### src/rtl/keypad_scanner_4x4_if.sv
// keypad_scanner_4x4_if: keypad pins and key-code outputs of the 4x4 keypad scanner.
interface keypad_scanner_4x4_if;
  logic [3:0] key_row;
  logic [3:0] key_col;
  logic [3:0] key_code;
  logic       key_valid;
  logic       key_held;
  modport master (input key_row, output key_col, key_code, key_valid, key_held);
  modport slave  (output key_row, input key_col, key_code, key_valid, key_held);
endinterface

### src/rtl/keypad_scanner_4x4.sv
// keypad_scanner_4x4: column-scans a 4x4 active-low keypad, debounces and reports each press once.
module keypad_scanner_4x4 #(
  parameter int SCAN_DIV     = 1024,
  parameter int DEBOUNCE_CNT = 4
) (
  input logic clk,
  input logic rst,
  keypad_scanner_4x4_if.master kp
);
  localparam int DW = $clog2(SCAN_DIV);
  typedef enum logic [1:0] {SCAN, DEBOUNCE, HELD} state_t;
  state_t        state_q;
  logic [3:0]    row_s1_q, row_s2_q;
  logic [DW-1:0] div_q, div_d;
  logic [1:0]    col_q, cand_q, low_idx;
  logic [3:0]    cnt_q, rcnt_q, code_q, low;
  logic          valid_q, held_q, smp, any_low, cand_low, match;
  always_comb begin
    low      = ~row_s2_q;
    any_low  = |low;
    low_idx  = low[0] ? 2'd0 : low[1] ? 2'd1 : low[2] ? 2'd2 : 2'd3;
    smp      = div_q == DW'(SCAN_DIV - 1);
    div_d    = smp ? '0 : div_q + DW'(1);
    cand_low = low[cand_q];
    match    = cand_low && low_idx == cand_q;
  end
  // synchronizer idles high so a reset never looks like a press
  always_ff @(posedge clk) begin
    if (rst) begin
      row_s1_q <= 4'hF;
      row_s2_q <= 4'hF;
      div_q    <= '0;
    end else begin
      row_s1_q <= kp.key_row;
      row_s2_q <= row_s1_q;
      div_q    <= div_d;
    end
  end
  always_ff @(posedge clk) begin
    if (rst) begin
      state_q <= SCAN;
      col_q   <= 2'd0;
      cand_q  <= 2'd0;
      cnt_q   <= 4'd0;
      rcnt_q  <= 4'd0;
      code_q  <= 4'd0;
      valid_q <= 1'b0;
      held_q  <= 1'b0;
    end else begin
      valid_q <= 1'b0;
      if (smp)
        case (state_q)
          SCAN:
            if (any_low) begin
              cand_q  <= low_idx;
              cnt_q   <= 4'd0;
              state_q <= DEBOUNCE;
            end else col_q <= col_q + 2'd1;
          DEBOUNCE:
            if (!match) begin
              state_q <= SCAN;
              col_q   <= col_q + 2'd1;
            end else if (cnt_q + 4'd1 == 4'(DEBOUNCE_CNT)) begin
              code_q  <= {cand_q, col_q};
              valid_q <= 1'b1;
              held_q  <= 1'b1;
              rcnt_q  <= 4'd0;
              state_q <= HELD;
            end else cnt_q <= cnt_q + 4'd1;
          HELD:
            if (cand_low) rcnt_q <= 4'd0;
            else if (rcnt_q + 4'd1 == 4'(DEBOUNCE_CNT)) begin
              held_q  <= 1'b0;
              state_q <= SCAN;
              col_q   <= col_q + 2'd1;
            end else rcnt_q <= rcnt_q + 4'd1;
          default: state_q <= SCAN;
        endcase
    end
  end
  assign kp.key_col   = ~(4'b0001 << col_q);
  assign kp.key_code  = code_q;
  assign kp.key_valid = valid_q;
  assign kp.key_held  = held_q;
endmodule
### src/flat_wrapper.sv
// flat-port wrapper written by rule: the top's interface ports become plain ports
module keypad_scanner_4x4_flat 
#(
  parameter int SCAN_DIV     = 1024,
  parameter int DEBOUNCE_CNT = 4
)
  (clk, rst, kp_key_row, kp_key_col, kp_key_code, kp_key_valid, kp_key_held);
  keypad_scanner_4x4_if kp_i ();
  input logic clk;
  input logic rst;
  input wire logic [$bits(kp_i.key_row)-1:0] kp_key_row;
  output wire logic [$bits(kp_i.key_col)-1:0] kp_key_col;
  output wire logic [$bits(kp_i.key_code)-1:0] kp_key_code;
  output wire logic [$bits(kp_i.key_valid)-1:0] kp_key_valid;
  output wire logic [$bits(kp_i.key_held)-1:0] kp_key_held;
  assign kp_i.key_row = kp_key_row;
  assign kp_key_col = kp_i.key_col;
  assign kp_key_code = kp_i.key_code;
  assign kp_key_valid = kp_i.key_valid;
  assign kp_key_held = kp_i.key_held;
  keypad_scanner_4x4 #(.SCAN_DIV(SCAN_DIV), .DEBOUNCE_CNT(DEBOUNCE_CNT)) u_core (.clk(clk), .rst(rst), .kp(kp_i));
endmodule
### config.mk
export PLATFORM = sky130hd
export DESIGN_NAME = keypad_scanner_4x4_flat
export DESIGN_NICKNAME = d
export VERILOG_FILES = /design/src/rtl/keypad_scanner_4x4_if.sv /design/src/rtl/keypad_scanner_4x4.sv /design/src/flat_wrapper.sv
export SDC_FILE = /design/constraint.sdc
export NUM_CORES = 1
export LEC_CHECK = 0
export BUFFER_PORTS_ARGS = -buffer_cell sky130_fd_sc_hd__buf_2
export CORE_ASPECT_RATIO = 2
export CORE_MARGIN = 2
export CORE_UTILIZATION = 50
export CTS_BUF_LIST = sky130_fd_sc_hd__clkbuf_4
export DETAILED_ROUTE_END_ITERATION = 16
export PLACE_DENSITY = 0.74
export SLEW_MARGIN = 20
export SYNTH_ARGS = -nofsm -noshare
export SYNTH_HDL_FRONTEND = slang
export SYNTH_SLANG_ARGS = --single-unit
### constraint.sdc
create_clock -name clk -period 1.9 [get_ports clk]
set_input_delay 0.38 -clock clk [delete_from_list [all_inputs] [get_ports clk]]
set_output_delay 0.38 -clock clk [all_outputs]
set_load 0.03 [all_outputs]
* After elaboration in Yosys (flattened, before gate mapping) *
Cells that the tools add are included.

storage, ports and cells
  word-level logic and storage cells = 84
  bits in latches = 0
  register bits = 38
  ROM bits = 0
  memories = 0
  bits of input ports = 6
  output and inout port bits = 10
  bits in writable memories = 0

operators by class
  $mul = 0
  shifts and indexed selects = 1
  equal/unequal tests = 16
  bitwise operators = 5
  magnitude comparators = 1
  $add $sub $neg = 4
  mux-type cells = 31
  div/mod/pow operators = 0
  reduce and logical (&&, ||, !) cells = 15

operators by type and width
  kind                                                                          number
  4-bit 2-to-1 mux                                                              7
  2-bit 2-to-1 mux                                                              11
  4-bit one-hot mux with 2 select lines                                         2
  5-bit AND reduction                                                           3
  2-bit one-hot mux with 3 select lines                                         2
  6-bit AND reduction                                                           2
  10-bit by 1-bit adder with 10-bit output, second input constant               1
  10-bit equality test, second input constant                                   1
  4-bit by 1-bit adder with 4-bit output, second input constant                 2
  4-bit by 3-bit equality test with 1-bit output, second input constant         2
  2-bit by 1-bit inequality test with 1-bit output, second input constant       4
  2-bit inequality test, second input constant                                  4
  4-bit inverter                                                                2
  4-bit OR reduction                                                            2
  1-bit 2-to-1 mux                                                              7
  4-bit AND reduction                                                           1
  2-bit nonzero test                                                            2
  1-bit by 2-bit left shift with 4-bit output, first input constant             1
  2-bit by 3-bit less-than comparator with 1-bit output, second input constant  1
  3-bit by 2-bit inequality test with 1-bit output, second input constant       1
  3-bit inequality test, second input constant                                  1
  1-bit inverter                                                                3
  3-bit AND reduction                                                           1
  3-bit nonzero test                                                            1
  9 further kinds                                                               9

* Logic depth before layout (Yosys ltp) *
Gate-level depths: netlist (run 1).

  word-level depth = 8
  depth in mapped cells = 8
  gate-level depth less buffers = 7

* Least setup slack after synthesis (run 1) *
OpenSTA, ideal clock, no wires.

  path type = reg-to-reg
  from = register u_core.cnt_q[0]
  to = register u_core.rcnt_q[2]
  arrival time = 1739 ps
  period minus slack after synthesis = 1831 ps
  path slack = 69 ps
  stages on the path, launching flop included = 7
  setup time = 92 ps
  buffers on the path = 0
  required time = 1808 ps
  path through = dfxtp_1 ha_1 nand3b_1 o31ai_4 o21ai_2 a211o_1 o32ai_1

on the way
  cells in the longest elaborated chain, start to end = 4

RTL lines
  element                                                            line                      text
  start, declared                                                    keypad_scanner_4x4.sv:16  logic [3:0] cnt_q, rcnt_q, code_q, low;
  start signal, assigned                                             keypad_scanner_4x4.sv:69  end else cnt_q <= cnt_q + 4'd1;
  4-bit by 1-bit adder with 4-bit output                             keypad_scanner_4x4.sv:63  end else if (cnt_q + 4'd1 == 4'(DEBOUNCE_CNT)) begin
  4-bit by 3-bit equality test with 1-bit output                     keypad_scanner_4x4.sv:63
  2-bit by 1-bit inequality test with 1-bit output (no source line)  n/a
  5-bit AND reduction (no source line)                               n/a
  end signal, assigned                                               keypad_scanner_4x4.sv:76  end else rcnt_q <= rcnt_q + 4'd1;
  end, declared                                                      keypad_scanner_4x4.sv:16

No other way between the ends.
A chain may end at the register's enable or synchronous reset.

* Final worst setup path (run 1) *
  from = register u_core.cnt_q[0]
  to = register u_core.cnt_q[0]

on the way
  cells in the longest elaborated chain, start to end = 4

RTL lines
  element                                                                                        line
  4-bit by 1-bit adder with 4-bit output (*)                                                     keypad_scanner_4x4.sv:63, keypad_scanner_4x4.sv:69
  4-bit by 3-bit equality test with 1-bit output or 4-bit 2-to-1 mux (tied branches)             keypad_scanner_4x4.sv:63
  2-bit inequality test (no source line) or 4-bit 2-to-1 mux (tied branches)                     n/a
  5-bit AND reduction (no source line) or 4-bit one-hot mux with 2 select lines (tied branches)  n/a

Every way passes the cells marked *; elsewhere a longest branch is shown, timed or not. The select of a mux whose other input is x is not followed.

==> results.ini, run 1 <==
[worst_setup_path]
crit_path_max_incr_delay_ps = 390
crit_slowest_cell = dfxtp_4
r2r_start = u_core.cnt_q[0]$_SDFFE_PP0P_
r2r_end = u_core.cnt_q[0]$_SDFFE_PP0P_
end_kind = register
rrSetupSlack_ps = 40
cp.required_ps = 2160
cp.arrival_ps = 2120
crit_type = reg -> reg
path_cells = ha_4 -> nand3b_1 -> o31ai_4 -> a211oi_1 -> buf_4 -> and3_1 -> a31o_2
cp_max_fo = 6
cp-start-kind = register
critPathLaunch = u_core.cnt_q[0]$_SDFFE_PP0P_
ff2ff_path_depth = 7
endpoint = u_core.cnt_q[0]$_SDFFE_PP0P_

[detailed_routing]
drt-vias-per-instance = 5.52
drc = 0
dr_wl_met2_um = 2310
routed.top_layer = met4
first_pass_iters = 4
first_iter_violations = 22
ant_nets = 0
vias = 1600
wl_per_cell_um = 13.9
wl_met3_um = 58
drt-met1-wl_um = 1560
routed_wl_um = 4040

[logic_synthesis]
synth_edf_count = 0
ys_warn_count = 0
synthSimpleGateAreaFrac_pct = 22.6
synthCells = 212
ys_types = 49
avgSynthCellArea_um2 = 9.08
synth_compound_area_share_pct = 18.4
synthFlopType = dfxtp_1
synth_seq_cells = 38
ys_seq_area_share_pct = 39.5
synth_top_family_by_area = simple AND/OR/NAND/NOR gates
synth_fa_ha_area_share_pct = 7.15
synth_mux_area_share_pct = 4.29
syn_area_um2 = 1920
synth-async-reset-ratio_pct = 0
synth-xor-area-share_pct = 3.64
synth_fp_nets = 229

[cts]
cts_tree = yes
clkSlewWorstSetupHoldPaths_ps = 130
cts_hold_buf = 0
cts.htree.levels = 2
clkLatencyLatePin_ps = 350
clockBufferDepth = 2
cts_root_buf = clkbuf_4
cts_sinks = 38
numCtsBuffers = 5

[power]
power.density_nw_per_um2 = 681
p_leak_nw = 0.954
ir_drop_mv = 0.877

[die]
dieHeight_um = 91.7
rows = 31
dieArea_um2 = 4390
start_util_pct = 52.8
io_pins = 16
core_um2 = 3650
die_x_um = 47.9

[sta]
clock_skew_ps = 20.0
slew_headroom_pct = 72.0
fin_crit_sh_pct = 97.9
rsz0062_at_grt = true
max_freq_mhz = 537
finalSetupViolCount = 0
holdWs_ps = 210
finalHoldViolCount = 0
worst_pin_slew_ps = 420
post-route-min-period_ps = 1860
drv_slew = 0

[global_route]
antenna_found_initial = 0
grt_start_max_net_pins = 21
grt_pass1_vias = 1549
grt_pass1_wl_um = 6670
grt_overflow_total = 0
track_usage_pct = 20.5

[placement]
gp_congestion = 0.865
dp.cells = 280
place.port_buffers = 15
dpl.hpwl_um = 2880

[final_layout]
areaGrowthSynthToFinish_pct = 19.7
final_common_cell = dfxtp_1
diodes = 0
layout_common_cells = dfxtp_1, nor2_1, buf_2
drive_gt1_share_pct = 28.6
finalNonFillerCells = 290
nNetsFinal = 257

[status]
status = complete, no violations

[flow_run]
max_cap_violations = 0

[min_path]
hold_class = in -> reg

[cells in the mapped netlist (all sizes together), types with 4 or more instances]
cell | number | share of area (%)
nor2 | 25 | 4.9
o21ai | 7 | 2.0
and3 | 5 | 1.6
or2 | 10 | 3.3
o211ai | 4 | 1.6
ha | 11 | 7.2
inv | 14 | 2.7
xnor2 | 4 | 1.8
nand3 | 9 | 2.3
nand2 | 9 | 1.8
a21oi | 5 | 1.3
dfxtp | 38 | 40
mux2i | 6 | 3.1
xor2 | 4 | 1.8
clkbuf | 6 | 1.2
a211oi | 6 | 2.3
nand4 | 4 | 1.3
[report_power, final]
group | leakage (nW) | total [mW] | internal [mW] | switching (mW)
Sequential | 0.311 | 0.817 | 0.807 | 0.0103
Clock | 0.0554 | 0.692 | 0.411 | 0.281
Combinational | 0.588 | 0.0604 | 0.0272 | 0.0332
Total | 0.954 | 1.57 | 1.25 | 0.324
[critical path: cells and delay by family (launching register included)]
kind / cells / cell delay [ps]
AND/OR/NAND/NOR: 2 / 350
buffers and inverters: 1 / 190
flip-flops: 1 / 390
adder cells (fa/ha/maj): 1 / 160
AO/OA/AOI/OAI: 3 / 670
[metrics by stage]
step                utilization (%)  cell area (µm²)  total power, mW  setup WS [ps]  setup TNS (ps)
floorplan                         -             1920            0.877           69.1               0
CTS                            62.5             2280             1.58          -1.29           -1.29
global route                   63.2             2300             1.62          -7.62           -14.4
detailed placement             58.1             2120            0.898          -58.6            -109
finish                         63.2             2300             1.57           39.2               0
global placement               58.1             2120            0.895           16.2               0
[worst min path at each step]
stage	startpoint	end	slack, ps	cells past startpoint
detailed placement	u_core.row_s1_q[0]$_SDFF_PP1_	u_core.row_s2_q[0]$_SDFF_PP1_	390	1
global placement	u_core.row_s1_q[3]$_SDFF_PP1_	u_core.row_s2_q[3]$_SDFF_PP1_	390	1
finish	kp_key_row[1]	u_core.row_s1_q[1]$_SDFF_PP1_	210	2
floorplan	u_core.row_s1_q[0]$_SDFF_PP1_	u_core.row_s2_q[0]$_SDFF_PP1_	390	1
CTS	kp_key_row[1]	u_core.row_s1_q[1]$_SDFF_PP1_	200	2
global route	kp_key_row[1]	u_core.row_s1_q[1]$_SDFF_PP1_	200	2
[per-layer routing]
metal | vias up | track usage (%)
met5 | - | 0
met4 | 0 | 8.33
met3 | 11 | 4.13
met2 | 17 | 35.3
met1 | 757 | 22.6
li1 | 815 | -
[kinds of logic (layout without fill, tap and decap cells)]
family / Yosys count / in the layout
AND/OR/NAND/NOR: 81 / 81
AO/OA/AOI/OAI: 45 / 45
flip-flops: 38 / 38
buffers and inverters: 22 / 51
adder cells (fa/ha/maj): 11 / 11
XOR/XNOR: 8 / 8
multiplexers: 7 / 7
[timing repair]
item,CTS,global route
setup buffers,1,2
resized for setup,12,9
setup endpoints to repair,8,13
pin swaps,6,6
[registers in the layout, indices dropped and copies added, names as in the netlist]
name                 cells
u_core.rcnt_q            4
u_core.cand_q            2
u_core.kp.key_code       4
u_core.cnt_q             4
u_core.state_q           2
u_core.col_q             2
u_core.div_q            10
u_core.kp.key_held       1
u_core.row_s1_q          4
u_core.kp.key_valid      1
u_core.row_s2_q          4
[area by class of cell]
| type | instances | area [µm²] |
|---|---|---|
| multi-input combinational | 152 | 1130 |
| clock buffer | 5 | 37.5 |
| inverter | 14 | 52.6 |
| fill | 340 | 1340 |
| tap | 49 | 61.3 |
| clock inverter | 3 | 68.8 |
| timing repair buffer | 29 | 184 |
| sequential | 38 | 771 |
Power figures use the tool's default switching activity.
==> run 2, diff against run 1 <==
--- a/config.mk
+++ b/config.mk
@@ -11,6 +11,7 @@
 export CORE_UTILIZATION = 50
 export CTS_BUF_LIST = sky130_fd_sc_hd__clkbuf_4
 export DETAILED_ROUTE_END_ITERATION = 16
+export MAX_ROUTING_LAYER = met4
 export PLACE_DENSITY = 0.74
 export SLEW_MARGIN = 20
 export SYNTH_ARGS = -nofsm -noshare
==> results.ini, run 2 (synthesis gave the netlist of run 1 again) <==
[worst_setup_path]
crit_type = reg -> reg
cp_num_cells = 7
end_kind = register
cp.required_ps = 2170
cp_num_buf_inv = 1
cp-start-kind = register
cp.arrival_ps = 2130
crit_path_max_incr_delay_ps = 390
path_cells = ha_4 -> nand3b_1 -> o31ai_4 -> a211oi_1 -> buf_4 -> and3_1 -> a31o_2
ff2ff_path_depth = 7
cp_max_fo = 6
cp_top_family = compound AO/OA/AOI/OAI gates
crit_slowest_cell = dfxtp_4

[sta]
max_freq_mhz = 537
worst_pin_slew_ps = 423
fin_crit_sh_pct = 97.9
slew_headroom_pct = 71.8
setup_ws_ps = 39.5
finalSetupViolCount = 0
post-route-min-period_ps = 1860
rsz0062_at_grt = true
finalHoldViolCount = 0
clock_skew_ps = 18.0
drv_slew = 0

[global_route]
grt_pass1_wl_um = 6670
track_usage_pct = 21.0
grt_overflow_total = 0
antenna_found_initial = 0
grt_pass1_vias = 1547
grt_start_max_net_pins = 21

[die]
start_util_pct = 52.8
dieArea_um2 = 4390
rows = 31
core_um2 = 3650
die_x_um = 47.9
io_pins = 16
dieHeight_um = 91.7

[final_layout]
drive_gt1_share_pct = 28.6
largest_register_ffs = 10
top_register = u_core.div_q
final_common_cell = dfxtp_1
diodes = 0
nNetsFinal = 257
areaGrowthSynthToFinish_pct = 19.7
finish.utilization_pct = 63.2
layout_common_cells = dfxtp_1, nor2_1, buf_2

[detailed_routing]
ant_nets = 0
drc = 0
vias = 1613
wl_per_cell_um = 14.0
routed_wl_um = 4050
first_pass_iters = 4
first_iter_violations = 15
drt-vias-per-instance = 5.56

[cts]
cts.htree.levels = 2
cts_sinks = 38
clkSlewWorstSetupHoldPaths_ps = 130
numCtsBuffers = 5
clockBufferDepth = 2
clkLatencyLatePin_ps = 350
cts_root_buf = clkbuf_4
cts_tree = yes

[placement]
dp_slack_ps = -58.6
place.port_buffers = 15
gp_congestion = 0.879
dpl.hpwl_um = 2880

[min_path]
hold_depth = 2
hold_class = in -> reg

[power]
p_leak_nw = 0.954
fin_total_pwr_mw = 1.57
ir_drop_mv = 0.873
power.density_nw_per_um2 = 682

[status]
status = complete, no violations

[flow_run]
max_cap_violations = 0

==> run 2: report_power, final <==
| part | switching, mW | internal (mW) |
|---|---|---|
| sequential | 0.0105 | 0.807 |
| clock | 0.282 | 0.411 |
| combinational | 0.0332 | 0.0272 |
==> run 2: final timing paths <==
check                                                    from                            end  slack (ps)
worst max-delay path             u_core.cnt_q[0]$_SDFFE_PP0P_   u_core.cnt_q[0]$_SDFFE_PP0P_          40
worst min-delay path                            kp_key_row[1]  u_core.row_s1_q[1]$_SDFF_PP1_         200
worst max register to register   u_core.cnt_q[0]$_SDFFE_PP0P_   u_core.cnt_q[0]$_SDFFE_PP0P_          40
worst min register to register  u_core.row_s1_q[0]$_SDFF_PP1_  u_core.row_s2_q[0]$_SDFF_PP1_         420
==> run 2: what timing repair did <==
item                                    4_1_cts  5_1_grt
pin swaps                                     6        6
gates resized for setup                      12        9
endpoints found under the setup margin        8       13
endpoints found under the hold margin         0        0
hold buffers                                  0        0
buffers inserted                              1        2
gates cloned                                  0        0
==> run 2: metrics by stage <==
step | TNS [ps] | std cells | cell area [µm²] | hold slack (ps)
after detailed placement | -109 | 280 | 2120 | 394
after global placement | 0 | 280 | 2120 | 391
after global routing | -14.4 | 290 | 2300 | 196
after floorplan | 0 | 212 | 1920 | 389
after CTS | -1.29 | 289 | 2280 | 203
final | 0 | 290 | 2300 | 204
==> run 2: metal layers <==
metal	global-route usage, %	wire length, µm	vias up
li1	-	-	817
met1	22.7	1530	757
met2	35.2	2340	30
met3	4.13	89	9
met4	8.33	97	0
met5	-	0	-
==> run 2: cell type report <==
class,count,area [µm²]
fillers,340,1340
multi-input cells,152,1130
flip-flops and latches,38,771
repair buffers,29,184
clock inverters,3,68.8
well taps,49,61.3
inverters,14,52.6
clock buffers,5,37.5
